==> src/rtl/pc_pkg.sv <==
// Shared types and constants for the fetch-side program-counter unit.
// Instruction length and the default boot address live here so every user agrees on them.
package pc_pkg;

   typedef enum logic [1:0] {
      BOOT  = 2'd0,
      RUN   = 2'd1,
      STALL = 2'd2
   } fetch_state_t;

   localparam int          ILEN_BYTES           = 4;
   localparam logic [31:0] DEFAULT_RESET_VECTOR = 32'h0000_0000;

endpackage

==> src/rtl/pc_fetch_ctrl_if.sv <==
// Instruction-memory request channel: a valid/ready handshake carrying the fetch address.
// The master (the PC unit) drives valid and addr; the slave (memory) drives ready.
interface pc_fetch_ctrl_if #(
   parameter int XLEN = 32
);

   logic            imem_req_valid;
   logic            imem_req_ready;
   logic [XLEN-1:0] imem_req_addr;

   modport master (
      output imem_req_valid,
      output imem_req_addr,
      input  imem_req_ready
   );

   modport slave (
      input  imem_req_valid,
      input  imem_req_addr,
      output imem_req_ready
   );

endinterface

==> src/rtl/pc_next_sel.sv <==
// Combinational next-PC priority mux: trap beats redirect beats sequential advance.
// A misaligned redirect is reported instead of taken, so the PC simply holds.
module pc_next_sel #(
   parameter int XLEN = 32
) (
   input  logic [XLEN-1:0] pc_i,
   input  logic [XLEN-1:0] pc_plus4_i,
   input  logic            fire_i,
   input  logic            trap_valid_i,
   input  logic [XLEN-1:0] trap_pc_i,
   input  logic            redirect_valid_i,
   input  logic [XLEN-1:0] redirect_pc_i,
   output logic [XLEN-1:0] next_pc_o,
   output logic            take_misalign_o,
   output logic            take_jump_o,
   output logic            advance_o
);

   logic redirectAligned;

   assign redirectAligned = (redirect_pc_i[1:0] == 2'b00);

   always_comb begin
      next_pc_o       = pc_i;
      take_misalign_o = 1'b0;
      take_jump_o     = 1'b0;
      advance_o       = 1'b0;
      if (trap_valid_i) begin
         next_pc_o   = trap_pc_i;
         take_jump_o = 1'b1;
      end else if (redirect_valid_i && redirectAligned) begin
         next_pc_o   = redirect_pc_i;
         take_jump_o = 1'b1;
      end else if (redirect_valid_i) begin
         take_misalign_o = 1'b1;
      end else if (fire_i) begin
         next_pc_o = pc_plus4_i;
         advance_o = 1'b1;
      end
   end

endmodule

==> src/rtl/pc_fetch_ctrl.sv <==
// Program-counter unit: holds the fetch PC, issues imem requests and handles
// stall, branch/trap redirects, misaligned-target reporting and a fetch counter.
module pc_fetch_ctrl
   import pc_pkg::*;
#(
   parameter int              XLEN         = 32,
   parameter logic [XLEN-1:0] RESET_VECTOR = XLEN'(DEFAULT_RESET_VECTOR),
   parameter int              CNT_W        = 32
) (
   input  logic                  clk,
   input  logic                  rst,
   input  logic                  stall,
   input  logic                  redirect_valid,
   input  logic [XLEN-1:0]       redirect_pc,
   input  logic                  trap_valid,
   input  logic [XLEN-1:0]       trap_pc,
   pc_fetch_ctrl_if.master       imem,
   output logic [XLEN-1:0]       pc,
   output logic [XLEN-1:0]       pc_plus4,
   output logic                  misalign,
   output logic [XLEN-1:0]       misalign_addr,
   output logic [CNT_W-1:0]      fetch_count
);

   fetch_state_t    state_q, state_d;
   logic [XLEN-1:0] pc_q, pc_d;
   logic [XLEN-1:0] misalign_addr_q;
   logic [CNT_W-1:0] count_q;
   logic            misalign_q;
   logic            fire;
   logic            takeMisalign;
   logic            takeJump;
   logic            advance;

   assign pc            = pc_q;
   assign pc_plus4      = pc_q + XLEN'(ILEN_BYTES);
   assign misalign      = misalign_q;
   assign misalign_addr = misalign_addr_q;
   assign fetch_count   = count_q;

   assign imem.imem_req_valid = (state_q == RUN);
   assign imem.imem_req_addr  = pc_q;
   assign fire                = (state_q == RUN) && imem.imem_req_ready;

   pc_next_sel #(.XLEN(XLEN)) u_next_sel (
      .pc_i             (pc_q),
      .pc_plus4_i       (pc_plus4),
      .fire_i           (fire),
      .trap_valid_i     (trap_valid),
      .trap_pc_i        (trap_pc),
      .redirect_valid_i (redirect_valid),
      .redirect_pc_i    (redirect_pc),
      .next_pc_o        (pc_d),
      .take_misalign_o  (takeMisalign),
      .take_jump_o      (takeJump),
      .advance_o        (advance)
   );

   // A taken trap/redirect forces RUN for one cycle even under stall.
   always_comb begin
      state_d = state_q;
      if (takeJump) begin
         state_d = RUN;
      end else begin
         case (state_q)
            BOOT:    state_d = RUN;
            RUN:     state_d = stall ? STALL : RUN;
            STALL:   state_d = stall ? STALL : RUN;
            default: state_d = BOOT;
         endcase
      end
   end

   always_ff @(posedge clk) begin
      if (rst) begin
         state_q         <= BOOT;
         pc_q            <= RESET_VECTOR;
         misalign_q      <= 1'b0;
         misalign_addr_q <= '0;
         count_q         <= '0;
      end else begin
         state_q    <= state_d;
         pc_q       <= pc_d;
         misalign_q <= takeMisalign;
         if (takeMisalign) begin
            misalign_addr_q <= redirect_pc;
         end
         if (fire) begin
            count_q <= count_q + CNT_W'(1);
         end
      end
   end

   logic unusedAdvance;
   assign unusedAdvance = advance;

endmodule
==> src/flat_wrapper.sv <==
// flat-port wrapper written by rule: the top's interface ports become plain ports
module pc_fetch_ctrl_flat import pc_pkg::*;
#(
   parameter int              XLEN         = 32,
   parameter logic [XLEN-1:0] RESET_VECTOR = XLEN'(DEFAULT_RESET_VECTOR),
   parameter int              CNT_W        = 32
)
  (clk, rst, stall, redirect_valid, redirect_pc, trap_valid, trap_pc, pc, pc_plus4, misalign, misalign_addr, fetch_count, imem_imem_req_valid, imem_imem_req_addr, imem_imem_req_ready);
  pc_fetch_ctrl_if #(.XLEN(XLEN)) imem_i ();
  input  logic clk;
  input  logic rst;
  input  logic stall;
  input  logic redirect_valid;
  input  logic [XLEN-1:0] redirect_pc;
  input  logic trap_valid;
  input  logic [XLEN-1:0] trap_pc;
  output logic [XLEN-1:0] pc;
  output logic [XLEN-1:0] pc_plus4;
  output logic misalign;
  output logic [XLEN-1:0] misalign_addr;
  output logic [CNT_W-1:0] fetch_count;
  output wire logic [$bits(imem_i.imem_req_valid)-1:0] imem_imem_req_valid;
  output wire logic [$bits(imem_i.imem_req_addr)-1:0] imem_imem_req_addr;
  input wire logic [$bits(imem_i.imem_req_ready)-1:0] imem_imem_req_ready;
  assign imem_imem_req_valid = imem_i.imem_req_valid;
  assign imem_imem_req_addr = imem_i.imem_req_addr;
  assign imem_i.imem_req_ready = imem_imem_req_ready;
  pc_fetch_ctrl #(.XLEN(XLEN), .RESET_VECTOR(RESET_VECTOR), .CNT_W(CNT_W)) u_core (.clk(clk), .rst(rst), .stall(stall), .redirect_valid(redirect_valid), .redirect_pc(redirect_pc), .trap_valid(trap_valid), .trap_pc(trap_pc), .imem(imem_i), .pc(pc), .pc_plus4(pc_plus4), .misalign(misalign), .misalign_addr(misalign_addr), .fetch_count(fetch_count));
endmodule
==> config.mk <==
export PLATFORM = sky130hd
export DESIGN_NAME = pc_fetch_ctrl_flat
export DESIGN_NICKNAME = d
export VERILOG_FILES = /design/src/rtl/pc_pkg.sv /design/src/rtl/pc_fetch_ctrl_if.sv /design/src/rtl/pc_next_sel.sv /design/src/rtl/pc_fetch_ctrl.sv /design/src/flat_wrapper.sv
export SDC_FILE = /design/constraint.sdc
export NUM_CORES = 1
export LEC_CHECK = 0
export ABC_CLOCK_PERIOD_IN_PS = 2600
export CORE_UTILIZATION = 43
export DETAILED_ROUTE_END_ITERATION = 8
export PLACE_DENSITY = 0.89
export SLEW_MARGIN = 20
export SYNTH_ARGS = -nofsm -noshare
export SYNTH_HDL_FRONTEND = slang
export SYNTH_SLANG_ARGS = --single-unit
==> constraint.sdc <==
create_clock -name clk -period 2.6 [get_ports clk]
set_input_delay 0.39 -clock clk [delete_from_list [all_inputs] [get_ports clk]]
set_output_delay 0.39 -clock clk [all_outputs]
set_load 0.02 [all_outputs]
# After elaboration in Yosys (flattened, before gate mapping)
# Cells that the tools add are included.
# op_classes
n_addsub	2
mul	0
n_div	0
magnitude_cmp	0
n_eq_ne	3
shift	0
muxes	12
bitwise	0
n_reduce_logical	8
# op_table
cell	n
32-bit two-way mux	4
32-bit by 1-bit adder with 32-bit output, second input constant	1
32-bit by 3-bit adder with 32-bit output, second input constant	1
1-bit two-way mux	6
2-bit logical NOT	2
2-bit case mux with 2 select lines	1
2-bit OR reduction	2
3-bit by 1-bit inequality test with 1-bit output, second input constant	1
3-bit nonzero test	1
2-bit by 1-bit equality test with 1-bit output, second input constant	1
2-bit equality test, second input constant	1
1-bit logical AND	2
2-bit two-way mux	1
2-bit AND reduction	1
# totals
ff_bits	99
latchBits	0
ram_bits	0
mem_bits_ro	0
in_bits	70
out_inout_bits	162
word_cells	31
n_memories	0

# Depth between registers and ports, before layout
# Gate-level depths: netlist of the first run.
# depth
ltp_word	6
ltp_mapped	9
depth_no_buf	7

# Modules after synthesis
# Synthesis of the first run repeated with hierarchy kept, for this count alone.
# hier_totals
hier_cells	595
area_unflattened_um2	5311.3
# modules_own_cells
module	n_inst	cells_each	area_per_inst_um2	seq_area_each_um2
pc_fetch_ctrl	1	479	4376.7	1981.9
pc_next_sel	1	116	934.6	0.0

# Worst setup path before layout of the first run
# Ideal clock, no wire load.
# synth_path
path_type	flip-flop to output port
startpoint	register u_core.pc_q[11] (netlist: u_core.imem.imem_req_addr[11])
endpoint	output port pc_plus4[21]
arrival_ns	2.004
required_time_ns	2.210
path_slack_ns	0.206
stages_incl_launch_ff	7
path_buffers	2
cell_sequence	dfxtp_1 buf_2 nand4_4 or3_1 buf_6 nor3_1 xor2_1
# synth_between
elab_chain_cells	1
# synth_lines
item	line_no	source
start, declared	pc_fetch_ctrl.sv:26	logic [XLEN-1:0] pc_q, pc_d;
start signal, assigned	pc_fetch_ctrl.sv:83	pc_q <= pc_d;
32-bit by 3-bit adder with 32-bit output	pc_fetch_ctrl.sv:36	assign pc_plus4 = pc_q + XLEN'(ILEN_BYTES);
end, declared	flat_wrapper.sv:18	output logic [XLEN-1:0] pc_plus4;
# Every way passes these cells.

# Final worst setup path of the first run
# layout_path
startpoint	register u_core.pc_q[4] (netlist: u_core.imem.imem_req_addr[4])
endpoint	output port pc_plus4[18]
# Same word-level chain as after synthesis.

==> results.md, run 1 <==
* Post-CTS Hold Buffers at 0
* Global-route wire length before repair at 30060 um
* Power Density at 476.8 nW/um^2
* DP HPWL at 14690 um
* Max IR drop VDD at 0.3366 mV
* Final std cells w/o fill at 1100
* CTS Buffer Depth at 2
* Clock share of power at 35.6%
* Vias/cell at 5.573
* Clk_lat worst skew at 350 ps
* Reg power frac at 40.8%
* Yosys reg bits at 99
* Initial DRC Count at 877
* Final Critical Period at 2524 ps
* Total wire length at 19560 um
* P&R area growth vs syn at 52.96%
* Worst Path Arrival at 2130 ps
* Syn avg cell area at 7.782 sq um
* Grt total ovfl at 0
* Worst path bufs/invs at 3
* CP max stage cell: dlygate4sd2_1
* Final GP Congestion at 0.9665
* Sequential cell area fraction in the yosys report at 36.54%
* Switching portion of total power at 29.92%
* Crit path max-delay family: buffers and inverters
* IO Count at 232
* RSZ-0062 raised after global routing: true
* Per-cell routed wire length at 17.79 um
* Min-delay src: u_core.misalign_addr[11]$_SDFFE_PP0P_
* Synth warn at 0
* Final worst-path cycle share at 97.07%
* H-tree depth at 3
* Layout Utilization at 68.22%
* Row count at 40
* Share of layout cells above drive strength 1 at 11.70%
* Syn_nets at 772
* R2r startpoint: u_core.state_q[1]$_SDFF_PP0_
* Die area at 13070 sq um
* Die Y at 114.3 um
* Top cell type's share of synthesized area at 36.54%
* Total chip power at 0.003956 W
* All-Layer GR Usage at 29.83%
* Top_reg_cell synth: dfxtp_1
* Ranking of synthesized cells by area: dfxtp_1, nand2_1, a21oi_1
* Dominant cell type by area after synthesis: dfxtp_1
* Critical R2R Capture: u_core.imem.imem_req_addr[16]$_SDFFE_PP0P_
* Switch Pwr at 0.001183 W
* Final ANT Viol Nets at 0
* Pre-antenna DRT Iters at 6
* Fin nets at 1002
* Logic pwr share at 23.5%
* Fin. Hold Viols at 0
* Fmax at 0.3962 GHz
* Internal at 0.002772 W
* Filler cell count at 1011
* Layout Skew at 7.144 ps
* Slew Limit Fails at 0
* Crit-path max FO at 6
* Hold Crit Class: flop to flop
* Headroom to the max-slew limit at 35.81%
* Initial Util at 44.60%
* Hold path endpoint: u_core.misalign_addr[11]$_SDFFE_PP0P_
* Worst path required time at 2210 ps
* Vias in the first global route at 5652
* Tightest Pin Transition at 959.4 ps
* Initial antenna violation count at 0
* Final setup violating endpoints at 0
* Post-Syn Area at 5424 sq um
* CTS root buffer: clkbuf_16
* Port Buffers at 231
* Endpoint class of the critical path: primary output
* R2r setup slk at 320 ps
* Setup CP Type: flop to primary output
* Most frequent CP cell: buf_4
* Crit start category: flop
* Status: completed
* Cell Chain, Critical Path: nand4_1, buf_4, buf_4, nor4_1, xor2_1, dlygate4sd2_1
* CTS buffer count at 9
* Max Cap Violations at 0
* Total core area at 12160 sq um
* Number of synthesized flops with an enable pin at 0
* Die X at 114.3 um
* Largest net degree at the start of global routing at 53
* Static Leak at 3.150 nW
* FFs w/ async S/R, synth at 0%
* Cells after synthesis at 697
* Hold depth at 2
* Netlist cell types at 57
* # clock sinks at 99
* Ant. Diodes at 0
* Placed Cells at 1082
* DR DRC count at 0
* Critical path's largest stage delay at 370 ps
* Worst-case reg-to-reg path depth at 7
* CTS tree: done
* Clk slew on worst S/H paths at 70 ps
* Vias at 6130
==> metrics by stage <==
| stage | setup slack [ps] | instance area (sq um) | hold slack (ps) | setup TNS, ps |
|---|---|---|---|---|
| after floorplan | 206.0 | 5424 | 526.0 | 0 |
| after CTS | -13.30 | 8314 | 456.0 | -13.30 |
| final | 76.25 | 8297 | 454.6 | 0 |
| after global placement | 40.21 | 8004 | 440.5 | 0 |
| after detailed placement | -9.183 | 8004 | 446.5 | -9.183 |
| after global routing | -65.74 | 8297 | 474.1 | -65.74 |
==> how the worst max path moves through the flow <==
| stage | start | to | slack, ps | cells past startpoint |
|---|---|---|---|---|
| finish | u_core.imem.imem_req_addr[4]$_SDFFE_PP0P_ | pc_plus4[18] | 80 | 6 |
| global route | u_core.imem.imem_req_addr[3]$_SDFFE_PP0P_ | pc_plus4[28] | -70 | 7 |
| CTS | u_core.imem.imem_req_addr[2]$_SDFFE_PP0P_ | pc_plus4[24] | -10 | 7 |
| detailed placement | u_core.imem.imem_req_addr[7]$_SDFFE_PP0P_ | pc_plus4[31] | -9 | 5 |
| global placement | u_core.imem.imem_req_addr[7]$_SDFFE_PP0P_ | pc_plus4[31] | 40 | 5 |
| floorplan | u_core.imem.imem_req_addr[11]$_SDFFE_PP0P_ | pc_plus4[21] | 210 | 6 |
==> state kept, by name (all words and copies together) (netlist names) <==
| name | count |
|---|---|
| u_core.fetch_count | 32 |
| u_core.imem.imem_req_addr | 32 |
| u_core.misalign_addr | 32 |
| u_core.state_q | 2 |
| u_core.misalign | 1 |
==> metal layers <==
layer	global-route usage [%]	vias to the layer above	routed length (um)
met5	0	-	0
met4	11.77	0	573
met3	7.464	41	1813
met2	49.66	356	9170
met1	36.96	2853	8007
li1	-	2880	-
==> cells by family (layout without fill, tap and decap cells) <==
logic type | count (synthesis) | after routing | share of synthesized area (%)
AO/OA/AOI/OAI | 146 | 146 | 16.66
flip-flops | 99 | 99 | 36.54
adder cells (fa/ha/maj) | 5 | 5 | 1.153
XOR/XNOR | 55 | 55 | 8.881
AND/OR/NAND/NOR | 303 | 303 | 27.91
buffers and inverters | 88 | 323 | 8.674
multiplexers | 1 | 1 | 0.1846
==> worst register-to-register path, stage by stage (launching register included) <==
cell and delay, ps:
dfxtp_1 320, inv_1 80, ha_1 320, nand3b_1 430
nor4_4 350, nand4_1 150, xor2_1 160, a2111oi_0 370
==> cells in the mapped netlist (all sizes together) (10+ instances only) <==
cell type	instances
o21ai	27
clkbuf	35
nand4	20
and3	10
nor2	75
nor3	17
xor2	30
nand3	33
buf	41
nand2	100
a22oi	10
or3	10
a21oi	61
inv	12
nor4	11
dfxtp	99
xnor2	25
==> power groups by stage <==
stage               clock, W  sequential (W)  combinational, W
floorplan                  0         0.00174          0.000372
global placement           0         0.00165          0.000927
detailed placement         0         0.00165          0.000936
CTS                  0.00143         0.00161          0.000925
global route         0.00150         0.00162          0.000981
finish               0.00141         0.00162          0.000930
==> cells in the final DEF (no fill, tap or decap), types with 7 or more instances in the layout <==
cell and instances:
a22oi_1 10, nand2_1 99, clkbuf_2 8, nand3_1 32, and3_1 9, or3_1 10, a31oi_1 7, nor4_1 8
clkbuf_16 9, xnor2_1 25, nor3_1 11, nor2_1 74, o21ai_0 26, dfxtp_1 99, clkdlybuf4s50_1 206, inv_1 12
or4_1 7, xor2_1 30, nand4_1 19, a21oi_1 61, buf_4 65, dlygate4sd2_1 11
==> cell type report <==
type                            count  area [sq um]  area share [%]
Sequential cell                    99          1982           23.89
Timing Repair Buffer              295          2736           32.98
Clock buffer                       10         229.0           2.760
Clock inverter                      6         76.32          0.9199
Tap cell                          168         210.2           2.534
Multi-Input combinational cell    510          3018           36.37
Inverter                           12         45.04          0.5429
==> timing repair <==
| action | in CTS | in global routing |
|---|---|---|
| buffers inserted | 2 | 0 |
| resized for setup | 27 | 22 |
| setup endpoints to repair | 22 | 15 |
| gates cloned | 0 | 0 |
| endpoints found under the hold margin | 0 | 0 |
| pin swaps | 2 | 0 |
No activity file was read; power rests on OpenSTA's default activity.
==> run 2, diff against run 1 <==
--- a/config.mk
+++ b/config.mk
@@ -7,6 +7,7 @@
 export LEC_CHECK = 0
 export ABC_CLOCK_PERIOD_IN_PS = 2600
 export CORE_UTILIZATION = 43
+export CTS_CLUSTER_DIAMETER = 120
 export DETAILED_ROUTE_END_ITERATION = 8
 export PLACE_DENSITY = 0.89
 export SLEW_MARGIN = 20
==> results of run 2 <==
Final layout, timing and power as in run 1 (identical DEF).
==> run 3, diff against run 2 <==
--- a/config.mk
+++ b/config.mk
@@ -5,7 +5,6 @@
 export SDC_FILE = /design/constraint.sdc
 export NUM_CORES = 1
 export LEC_CHECK = 0
-export ABC_CLOCK_PERIOD_IN_PS = 2600
 export CORE_UTILIZATION = 43
 export CTS_CLUSTER_DIAMETER = 120
 export DETAILED_ROUTE_END_ITERATION = 8
==> results of run 3 <==
Final layout, timing and power as in run 1 (identical DEF).
